**src/rtl/perceptron_trainer.sv**
```systemverilog
// rtl/perceptron_trainer.sv - training sequencer and accuracy scorer for a fixed-point perceptron
module perceptron_trainer #(
    parameter int                            input_units  = 2,
    parameter logic [(1<<input_units)-1:0]   target_table = 4'b1000,
    parameter int                            max_epochs   = 10,
    parameter int                            pred_latency = 1,
    parameter int                            sfp_width    = 16,
    parameter int                            sfp_frac     = 8
) (
    input  logic                                       clk,
    input  logic                                       rst,
    input  logic                                       start,
    input  logic [sfp_width-1:0]                       lr_in,
    input  logic [sfp_width-1:0]                       prediction,
    output logic [input_units-1:0][sfp_width-1:0]      values,
    output logic                                       training,
    output logic [sfp_width-1:0]                       learning_rate,
    output logic [sfp_width-1:0]                       expected,
    output logic                                       busy,
    output logic                                       done,
    output logic                                       converged,
    output logic [$clog2(max_epochs+1)-1:0]            epoch,
    output logic [$clog2((1<<input_units)+1)-1:0]      correct
);

    localparam int num_samples = 1 << input_units;
    localparam int epoch_w     = $clog2(max_epochs + 1);
    localparam int cnt_w       = $clog2(num_samples + 1);

    localparam logic [sfp_width-1:0]   one         = {{(sfp_width-1){1'b0}}, 1'b1} << sfp_frac;
    localparam logic [input_units-1:0] last_sample = '1;
    localparam logic [7:0]             hold_last   = 8'(pred_latency);
    localparam logic [epoch_w-1:0]     last_epoch  = epoch_w'(max_epochs - 1);
    localparam logic [cnt_w-1:0]       full_count  = cnt_w'(num_samples);

    typedef enum logic [2:0] {IDLE, TRAIN, EVAL, CHECK, DONE} state_t;

    state_t                 state;
    logic [input_units-1:0] sample;
    logic [7:0]             hold;
    logic [cnt_w-1:0]       run_count;

    function automatic logic [input_units-1:0][sfp_width-1:0] sample_values(input logic [input_units-1:0] k);
        logic [input_units-1:0][sfp_width-1:0] v;
        for (int j = 0; j < input_units; j++) begin
            v[j] = k[j] ? one : '0;
        end
        return v;
    endfunction

    function automatic logic [sfp_width-1:0] sample_target(input logic [input_units-1:0] k);
        return target_table[k] ? one : '0;
    endfunction

    always_ff @(posedge clk or negedge rst) begin
        if (!rst) begin
            state         <= IDLE;
            sample        <= '0;
            hold          <= '0;
            run_count     <= '0;
            values        <= '0;
            expected      <= '0;
            training      <= 1'b0;
            learning_rate <= '0;
            busy          <= 1'b0;
            done          <= 1'b0;
            converged     <= 1'b0;
            epoch         <= '0;
            correct       <= '0;
        end else begin
            case (state)
                IDLE, DONE: begin
                    if (start) begin
                        learning_rate <= lr_in;
                        epoch         <= '0;
                        converged     <= 1'b0;
                        sample        <= '0;
                        values        <= sample_values('0);
                        expected      <= sample_target('0);
                        training      <= 1'b1;
                        busy          <= 1'b1;
                        done          <= 1'b0;
                        state         <= TRAIN;
                    end
                end
                TRAIN: begin
                    if (sample == last_sample) begin
                        sample   <= '0;
                        hold     <= '0;
                        values   <= sample_values('0);
                        expected <= sample_target('0);
                        training <= 1'b0;
                        state    <= EVAL;
                    end else begin
                        sample   <= sample + 1'b1;
                        values   <= sample_values(sample + 1'b1);
                        expected <= sample_target(sample + 1'b1);
                    end
                end
                EVAL: begin
                    // Score only on the last edge of the hold, once the perceptron output has settled.
                    if (hold == hold_last) begin
                        hold <= '0;
                        if (prediction == expected) begin
                            run_count <= run_count + 1'b1;
                        end
                        if (sample == last_sample) begin
                            values   <= '0;
                            expected <= '0;
                            state    <= CHECK;
                        end else begin
                            sample   <= sample + 1'b1;
                            values   <= sample_values(sample + 1'b1);
                            expected <= sample_target(sample + 1'b1);
                        end
                    end else begin
                        hold <= hold + 8'd1;
                    end
                end
                CHECK: begin
                    correct   <= run_count;
                    run_count <= '0;
                    if (run_count == full_count || epoch == last_epoch) begin
                        converged <= (run_count == full_count);
                        busy      <= 1'b0;
                        done      <= 1'b1;
                        state     <= DONE;
                    end else begin
                        epoch    <= epoch + 1'b1;
                        sample   <= '0;
                        values   <= sample_values('0);
                        expected <= sample_target('0);
                        training <= 1'b1;
                        state    <= TRAIN;
                    end
                end
                default: state <= IDLE;
            endcase
        end
    end

endmodule

```
**config.mk**
```make
export PLATFORM = sky130hd
export DESIGN_NAME = perceptron_trainer
export DESIGN_NICKNAME = d
export VERILOG_FILES = /design/src/rtl/perceptron_trainer.sv
export SDC_FILE = /design/constraint.sdc
export NUM_CORES = 1
export LEC_CHECK = 0
export ABC_AREA = 1
export CAP_MARGIN = 20
export CORE_MARGIN = 3
export CORE_UTILIZATION = 39
export CTS_CLUSTER_SIZE = 28
export DETAILED_ROUTE_END_ITERATION = 16
export GPL_ROUTABILITY_DRIVEN = 0
export GPL_TIMING_DRIVEN = 0
export PLACE_DENSITY = 0.77
export SLEW_MARGIN = 15
export SYNTH_ARGS = -nofsm -noshare
export SYNTH_HDL_FRONTEND = slang
export SYNTH_SLANG_ARGS = --single-unit
```
**constraint.sdc**
```tcl
create_clock -name clk -period 1.5 [get_ports clk]
set_clock_uncertainty 0.1 [all_clocks]
set_input_delay 0.15 -clock clk [delete_from_list [all_inputs] [get_ports clk]]
set_output_delay 0.15 -clock clk [all_outputs]
set_load 0.01 [all_outputs]
```
==> results of run 1 <==
timing repair:
action                                  4_1_cts  5_1_grt
endpoints found under the hold margin        46        0
resized for setup                            11       49
endpoints found under the setup margin       19       48
pin swaps                                     4       16
setup buffers                                11       16
hold buffers                                  1        0
power by group:
part,leakage [nW],internal [mW],switching [mW]
registers,0.590,1.62,0.250
clock network,0.0452,0.329,0.421
logic,1.58,1.52,1.27
total,2.22,3.47,1.94
placed cells by master, fill, tap and decap left out, drive strengths merged:
cell type      count
xor2               2
o31ai              3
o22ai              5
o211ai             1
or2                2
ha                 8
nand2             65
dlygate4sd2        4
nand3             15
clkinv             2
a31oi              1
conb              45
nor3               1
inv               29
clkdlybuf4s50     46
nand4              3
a21oi              2
xnor2              1
buf               76
dfrtp             46
dlymetal6s2s      13
clkbuf             6
mux2              16
nor2              30
dlygate4sd3        1
o21ai             17
through the flow:
step           cell area (µm²)  util, %
2_1_floorplan             2810        -
3_3_place_gp              3550     54.9
3_5_place_dp              3560     55.2
4_1_cts                   3760     58.3
5_1_grt                   4040     62.5
6_report                  4040     62.5
layer usage:
| layer | routed length, µm | vias to the layer above | GRT usage (%) |
|---|---|---|---|
| li1 | - | 1140 | - |
| met1 | 2250 | 1025 | 15.7 |
| met2 | 2920 | 102 | 26.6 |
| met3 | 673 | 9 | 6.80 |
| met4 | 65 | 0 | 3.98 |
| met5 | 0 | - | 0 |
state kept, by name, summed over array words and instances, names as in the netlist:
signal         count
busy               1
converged          1
correct            3
done               1
epoch              4
expected           1
hold               8
learning_rate     16
run_count          3
sample             2
state              3
training           1
values             2
worst max-delay path, cell delays in order, from the launching register on:
cell,delay [ns]
dfrtp_1,0.40
inv_2,0.08
ha_4,0.14
nand2_2,0.06
nor2_2,0.08
nand2_1,0.09
nand2_2,0.13
nand2_2,0.08
nor2_4,0.16
nand2_2,0.08
nand2_1,0.06
nand2_1,0.05
final timing paths:
check,from,to,slack [ns],depth (start not counted)
worst max-delay path,hold[1],sample[0],-0.10,11
worst min-delay path,rst,learning_rate[4],0.18,2
worst max register to register,hold[1],sample[0],-0.10,11
worst min register to register,values[24],values[24],0.38,2
max in group asynchronous,rst,state[0],0.62,3
min in group clk,lr_in[8],learning_rate[8],0.36,2
area by class of cell:
type                       instances  area [µm²]  share of cell area, %
inverter                          29         119                   2.94
sequential                        46        1150                   28.6
tap                               77        96.3                   2.39
clock inverter                     2        13.8                  0.341
buffer                            47         363                   8.99
clock buffer                       6        72.6                   1.80
timing repair buffer              93         912                   22.6
multi-input combinational        217        1310                   32.4
kinds of logic after synthesis:
kind of cell	Yosys count	share of synthesized area, %
flip-flops	46	43.5
AND/OR/NAND/NOR	116	19.7
multiplexers	16	8.09
AO/OA/AOI/OAI	29	6.29
adder cells (fa/ha/maj)	8	3.78
XOR/XNOR	3	0.994
other	1	0.142
buffers and inverters	76	17.5
==> impl_metrics.yaml, run 1 <==
status:
  status: "finished with violations"
  violations: "setup timing"
detailed_routing:
  vias: 2276
  routedWlPerCell_um: 11.4
  drc_errors: 0
  drt_first_pass_iters: 4
  ant_nets: 0
  wl_mm: 5.91
  drt-vias-per-instance: 4.40
  drtIter0Drc: 88
global_route:
  grt_max_degree: 33
  grt_pass1_wl_mm: 9.19
  grt_usage_pct: 14.8
  overflow: 0
  grt_pass1_vias: 2221
  antenna_found_initial: 0
place:
  portBuffers: 64
  dp_hpwl_mm: 4.30
  place_ws_ns: -0.151
  placedCellCount: 481
logic_synthesis:
  ys_ff_latch: 46
  synth_warnings: 0
  syn-instance-count: 295
  synth_area_leaders: "dfrtp_1, buf_4, nand2_1, mux2_4, nor2_1"
  async_flop_share_pct: 100
  yosysMostFrequentCell: "nand2_1"
  synth_edf_count: 0
  synth_cell_types: 30
  avgSynthCellArea_um2: 8.97
  synth_commonest_cells: "nand2_1, dfrtp_1, buf_4"
  synth_flop_cell: "dfrtp_1"
  synth-seq-area-share_pct: 43.5
  yosysTopAreaCell: "dfrtp_1"
  synth_area_um2: 2650
  yosys.area.top_type_share_pct: 43.5
timing:
  holdWs_ns: 0.183
  fmax_mhz: 625
  setup_tns_ns: -0.418
  setup_viol: 8
  hold_viol: 0
  rsz0062_at_grt: "yes"
  report.final.slew_viol_count: 0
  period_share_pct: 107
  period_needed_ns: 1.60
  fin_ws_ns: -0.100
floorplan:
  ioPinCount: 110
  die_h_um: 88.4
  die_area_um2: 7810
  start_util_pct: 41.0
  row_count: 29
  fp.dieW_um: 88.4
  coreArea_um2: 6460
job:
  maxCapViolations: 0
cts:
  path_clk_slew_ns: 0.08
  clk_path_buf_depth: 2
  cts_buffers: 5
  cts_tree: "done"
  cts_sinks: 46
  htree_levels: 2
  root_buffer: "clkbuf_8"
  clk_latency_ns: 0.30
finish:
  syn_to_final_growth_pct: 52.6
  final_nets: 482
  stdcell_count: 517
  diodes: 0
  drive_gt1_share_pct: 33.0
  fillers: 549
setup_path:
  crit_path_end_kind: "flip-flop"
  worst-endpoint-arrival_ns: 1.69
  crit_fanout: 6
  required_ns: 1.59
  crit_path_start_kind: "flip-flop"
  critPathKind: "reg2reg"
hold_path:
  hold_path_class: "in2async"
power_and_ir_drop:
  p_per_area_nw_per_um2: 1340
  power.total_mw: 5.41
  ir_drop_mv: 0.875
  leakage_nw: 2.22
Note: power is estimated with default switching activity, not from simulation.
==> run 2, diff against run 1 <==
MAX_ROUTING_LAYER = met4   (was not set)
==> run 2 against run 1 <==
The flow still finishes with violations (setup timing); worst setup slack got worse by 0.0017 ns; register-to-register slack about the same; first-iteration DRC count decreased by 3.4%; critical path depth unchanged; non-clock buffer count unchanged; total power increased by 0.37%; global-route usage increased by 0.44 points; sequential share of layout area increased by 0.18 points; via count about the same; core utilization decreased by 0.39 points; worst hold slack got worse by 0.0033 ns; clock power increased by 0.5%.
==> impl_metrics.yaml, run 2 (synthesis results as in run 1) <==
global_route:
  grt_pass1_vias: 2221
  grt_usage_pct: 15.3
  grt_max_degree: 33
  antenna_found_initial: 0
  grt_pass1_wl_mm: 9.18
  overflow: 0
finish:
  final_common_cell: "buf_4"
  syn_to_final_growth_pct: 51.7
  most-common-layout-cells: "buf_4, nand2_1, clkdlybuf4s50_1"
  stdcell_count: 517
  diodes: 0
  post-route-util_pct: 62.1
  final_nets: 482
  drive_gt1_share_pct: 33.0
  largest-register: "learning_rate"
  largest_reg_flops: 16
  final_area_um2: 4010
  reg_top3: "learning_rate: 16 flops, hold: 8 flops, epoch: 4 flops"
detailed_routing:
  ant_nets: 0
  dr.max_layer_used: "met4"
  routed-wl-met3_um: 608
  drc_errors: 0
  wl_mm: 6.06
  drt-vias-per-instance: 4.40
  drtIter0Drc: 85
  routedWlPerCell_um: 11.7
  drt_first_pass_iters: 6
  wl_met1_mm: 2.38
  vias: 2277
  met2_wirelength_mm: 2.98
timing:
  period_share_pct: 107
  setup_viol: 8
  period_needed_ns: 1.60
  fmax_mhz: 624
  hold_viol: 0
  fin_ws_ns: -0.102
  rsz0062_at_grt: "yes"
  report.final.slew_viol_count: 0
cts:
  cts_tree: "done"
  clk_latency_ns: 0.30
  clk_path_buf_depth: 2
  htree_levels: 2
  root_buffer: "clkbuf_8"
  path_clk_slew_ns: 0.09
  cts_buffers: 5
  cts_sinks: 46
power_and_ir_drop:
  p_per_area_nw_per_um2: 1350
  leakage_nw: 2.19
  power.total_mw: 5.43
  ir_drop_mv: 0.906
floorplan:
  ioPinCount: 110
  die_area_um2: 7810
  coreArea_um2: 6460
  die_h_um: 88.4
  fp.dieW_um: 88.4
  start_util_pct: 41.0
  row_count: 29
place:
  place_ws_ns: -0.151
  portBuffers: 64
  dp_hpwl_mm: 4.30
  placed_area_um2: 3560
  placedCellCount: 481
setup_path:
  slowest_delay_ns: 0.40
  crit_fanout: 6
  required_ns: 1.60
  crit_path_end_kind: "flip-flop"
  crit_path_start_kind: "flip-flop"
  cp_cell_sequence: "inv_2, ha_4, nand2_2, nor2_2, nand2_1, nand2_2, nand2_2, nor2_4, nand2_2, nand2_1, nand2_1"
  critPathKind: "reg2reg"
  crit_top_cell: "nand2_2"
  worst-endpoint-arrival_ns: 1.70
  cpMaxStageDelayCell: "dfrtp_1"
status:
  status: "finished with violations"
  violations: "setup timing"
hold_path:
  hold_path_class: "in2async"
job:
  maxCapViolations: 0
run 2: cell count changes in the layout (fill, tap and decap cells not counted), moves of 2 or more:
cell	before	now
dlymetal6s2s_1	13	11
clkdlybuf4s50_1	46	48
buf_12	3	1
buf_4	70	72
run 2: worst max-delay path, delay by kind of cell, from the launching register on:
| family | cells | cell delay [ns] |
|---|---|---|
| DFF | 1 | 0.40 |
| adders and majority gates | 1 | 0.14 |
| buffers and inverters | 1 | 0.08 |
| and+or+nand+nor | 9 | 0.78 |
run 2: cell type report:
cell class              count  area [µm²]
multi-input cells         217        1310
clock inverters             2        13.8
repair buffers             94         902
clock buffers               6        72.6
plain buffers              46         343
flip-flops and latches     46        1150
inverters                  29         116
well taps                  77        96.3
fillers                   560        2450
run 2: layer usage:
layer,vias up,GRT usage (%)
met5,-,-
met4,0,3.98
met3,10,5.68
met2,99,26.7
met1,1027,16.3
li1,1141,-
run 2: worst paths after layout:
kind	start	end	slack, ns	cells after the start
max	hold[1]	sample[0]	-0.10	11
min	rst	learning_rate[4]	0.18	2
max reg2reg	hold[1]	sample[0]	-0.10	11
min reg2reg	values[24]	values[24]	0.38	2
max in group asynchronous	rst	state[0]	0.63	3
min in group clk	lr_in[14]	learning_rate[14]	0.36	2
run 2: per-stage QoR:
stage	hold WS (ns)	TNS, ns
floorplan	-0.246	0
global placement	0.362	-48.89
detailed placement	-0.0181	-0.814
CTS	0.185	-0.143
global route	0.214	-1.73
finish	0.180	-0.446
run 2: where the power goes:
group	internal (mW)	switching, mW	total, mW
combinational	1.51	1.30	2.80
sequential	1.62	0.254	1.87
clock	0.329	0.425	0.754
total	3.45	1.98	5.43
run 2: timing repair:
item / 4_1_cts / 5_1_grt
pin swaps: 4 / 11
buffers inserted: 11 / 17
hold buffers: 1 / 0
setup endpoints to repair: 19 / 46
resized for setup: 11 / 46
endpoints found under the hold margin: 46 / 0
==> edit: new RTL, config.mk and constraints of run 2 <==
Add an input register stage for `prediction`, without a reset; this delays it by one clock. The other inputs are not delayed to match.
--- a/src/rtl/perceptron_trainer.sv
+++ b/src/rtl/perceptron_trainer.sv
@@ -35,4 +35,10 @@
 
     typedef enum logic [2:0] {IDLE, TRAIN, EVAL, CHECK, DONE} state_t;
+
+    logic [sfp_width-1:0] prediction_q;
+
+    always_ff @(posedge clk) begin
+        prediction_q <= prediction;
+    end
 
     state_t                 state;
@@ -102,5 +108,5 @@
                     if (hold == hold_last) begin
                         hold <= '0;
-                        if (prediction == expected) begin
+                        if (prediction_q == expected) begin
                             run_count <= run_count + 1'b1;
                         end
Formal check against the unedited RTL: no difference found for any inputs over 10 cycles, from zero or initial values and one cycle with rst low; that may be too few to reach the edited logic, so the function may still have changed.
==> edit against run 2 <==
- the flow still finishes with violations (setup timing)
- worst hold slack worse by 0.032 ns
- wire length grew 7.5%
- global-route usage fell by 0.94 points
- sequential share of layout area grew 4.1 points
- sequential cell count is 16 higher
- setup slack gained 0.10 ns
- area after synthesis rose by 14%
- power grew 25%
- cell area is 12% higher
- critical path type unchanged
==> edit: results (changes against run 2) <==
[final_layout]
num-multi-input-gates = 246  ; +13%
nonClkBufAreaFrac_pct = 27.1  ; -3.9 points
multi_input_area_um2 = 1350  ; +2.7%
clkCellAreaFrac_pct = 4.68  ; +2.5 points
nClkBuffers = 13  ; +7
drive_gt1_share_pct = 29.0  ; -3.9 points
register_area_um2 = 1480  ; +28%
n_all_inverters = 28  ; -3.4%
final_nets = 531  ; +10%
buffers = 141  ; +0.71%
fillers = 655  ; +17%

[global_route]
grt.met1_usage_pct = 16.5  ; +0.17 points
grt_pass1_vias = 2261  ; +1.8%
grt_pass1_wl_um = 9700  ; +5.7%
use_met3_pct = 4.89  ; -0.79 points
grt_max_degree = 34  ; +3.0%
grt_use_met2_pct = 22.4  ; -4.3 points
grt_util_all_layers_pct = 14.3  ; -0.94 points

[die]
rows = 31  ; +6.9%

[power]
powerDensity_nw_per_um2 = 1510  ; +11%
p_leak_uw = 0.00241  ; +10%
p_comb_share_pct = 41.4  ; -10 points
clkPwrFrac_pct = 22.5  ; +8.6 points
irDropWorstVdd_v = 0.000794  ; -12%
swShare_pct = 36.5  ; +0.046 points

[route]
routed_wirelength_um = 6520  ; +7.5%
wl_met2_um = 3140  ; +5.3%
dr.pass1.iters = 4  ; -2
dr.first_iter.drc_count = 135  ; +59%
via_per_inst = 4.21  ; -4.5%
wl_met3_um = 496  ; -18%
wl_met1_um = 2720  ; +14%

[min_path]
holdPathStages = 1
hold_path_class = input port to flip-flop

[worst_setup_path]
critPathMaxFanout = 5  ; -1
reg2reg_depth = 10  ; -1
crit_arrival_ns = 1.63  ; -0.07 ns
crit-reg2reg-launch = run_count[1]

[yosys]
netlist_top_cells_count = 100 x nand2_1, 46 x dfrtp_1, 45 x buf_4, 24 x nor2_1, 21 x inv_1
synth_cells = 339  ; +15%
synth_ff_type = dfrtp_1
synth_area_leaders = dfrtp_1 38%, nand2_1 12%, buf_4 11%, dfxtp_1 11%, ha_1 3.3%
synth_seq_cells = 62  ; +35%
async_flop_share_pct = 74.2  ; -26 points

[run_status]
violations = setup timing
status = complete, but fails checks

[clocking]
path_clk_slew_ns = 0.07  ; -0.02 ns
cts_buffers = 9  ; +4
clk_latency_ns = 0.34  ; +0.04 ns

[placement]
hpwlAfterDp_um = 4500  ; +4.6%
dp.cells = 547  ; +14%
placed_cell_area_um2 = 3960  ; +11%

[timing]
final.setup.worst_slack_ns = -0.000892  ; +0.101 ns
fin_tns_setup_ns = -0.000892  ; +0.445 ns
setup_viol = 1  ; -7

==> edit: cell count changes after synthesis, moves of 4 or more <==
cell / before / now
nand2_2: 6 / 2
dfxtp_1: 0 / 16
mux2_4: 9 / 0
nor2_1: 28 / 24
mux2_2: 7 / 1
nand2_1: 57 / 100
==> edit: cell families after synthesis <==
family,synth area share (%)
xor+xnor,0.870
fa+ha+maj,3.32
flops,48.7
simple gates,24.7
compound gates,6.34
other cells,0.124
buf+inv,15.5
mux,0.373
==> edit: repair_timing <==
| item | CTS | global route |
|---|---|---|
| resized for setup | 37 | 30 |
| hold buffers | 1 | 0 |
| pin swaps | 4 | 15 |
| endpoints found under the hold margin | 46 | 0 |
| buffers inserted | 7 | 21 |
| setup endpoints to repair | 40 | 35 |
==> edit: per-stage QoR <==
step	worst slack, ns	power, uW
4_1_cts	-0.0327	6450
3_3_place_gp	-1.10	4890
2_1_floorplan	0.0124	3910
6_report	-0.000892	6770
3_5_place_dp	-0.115	4980
5_1_grt	-0.0774	7220
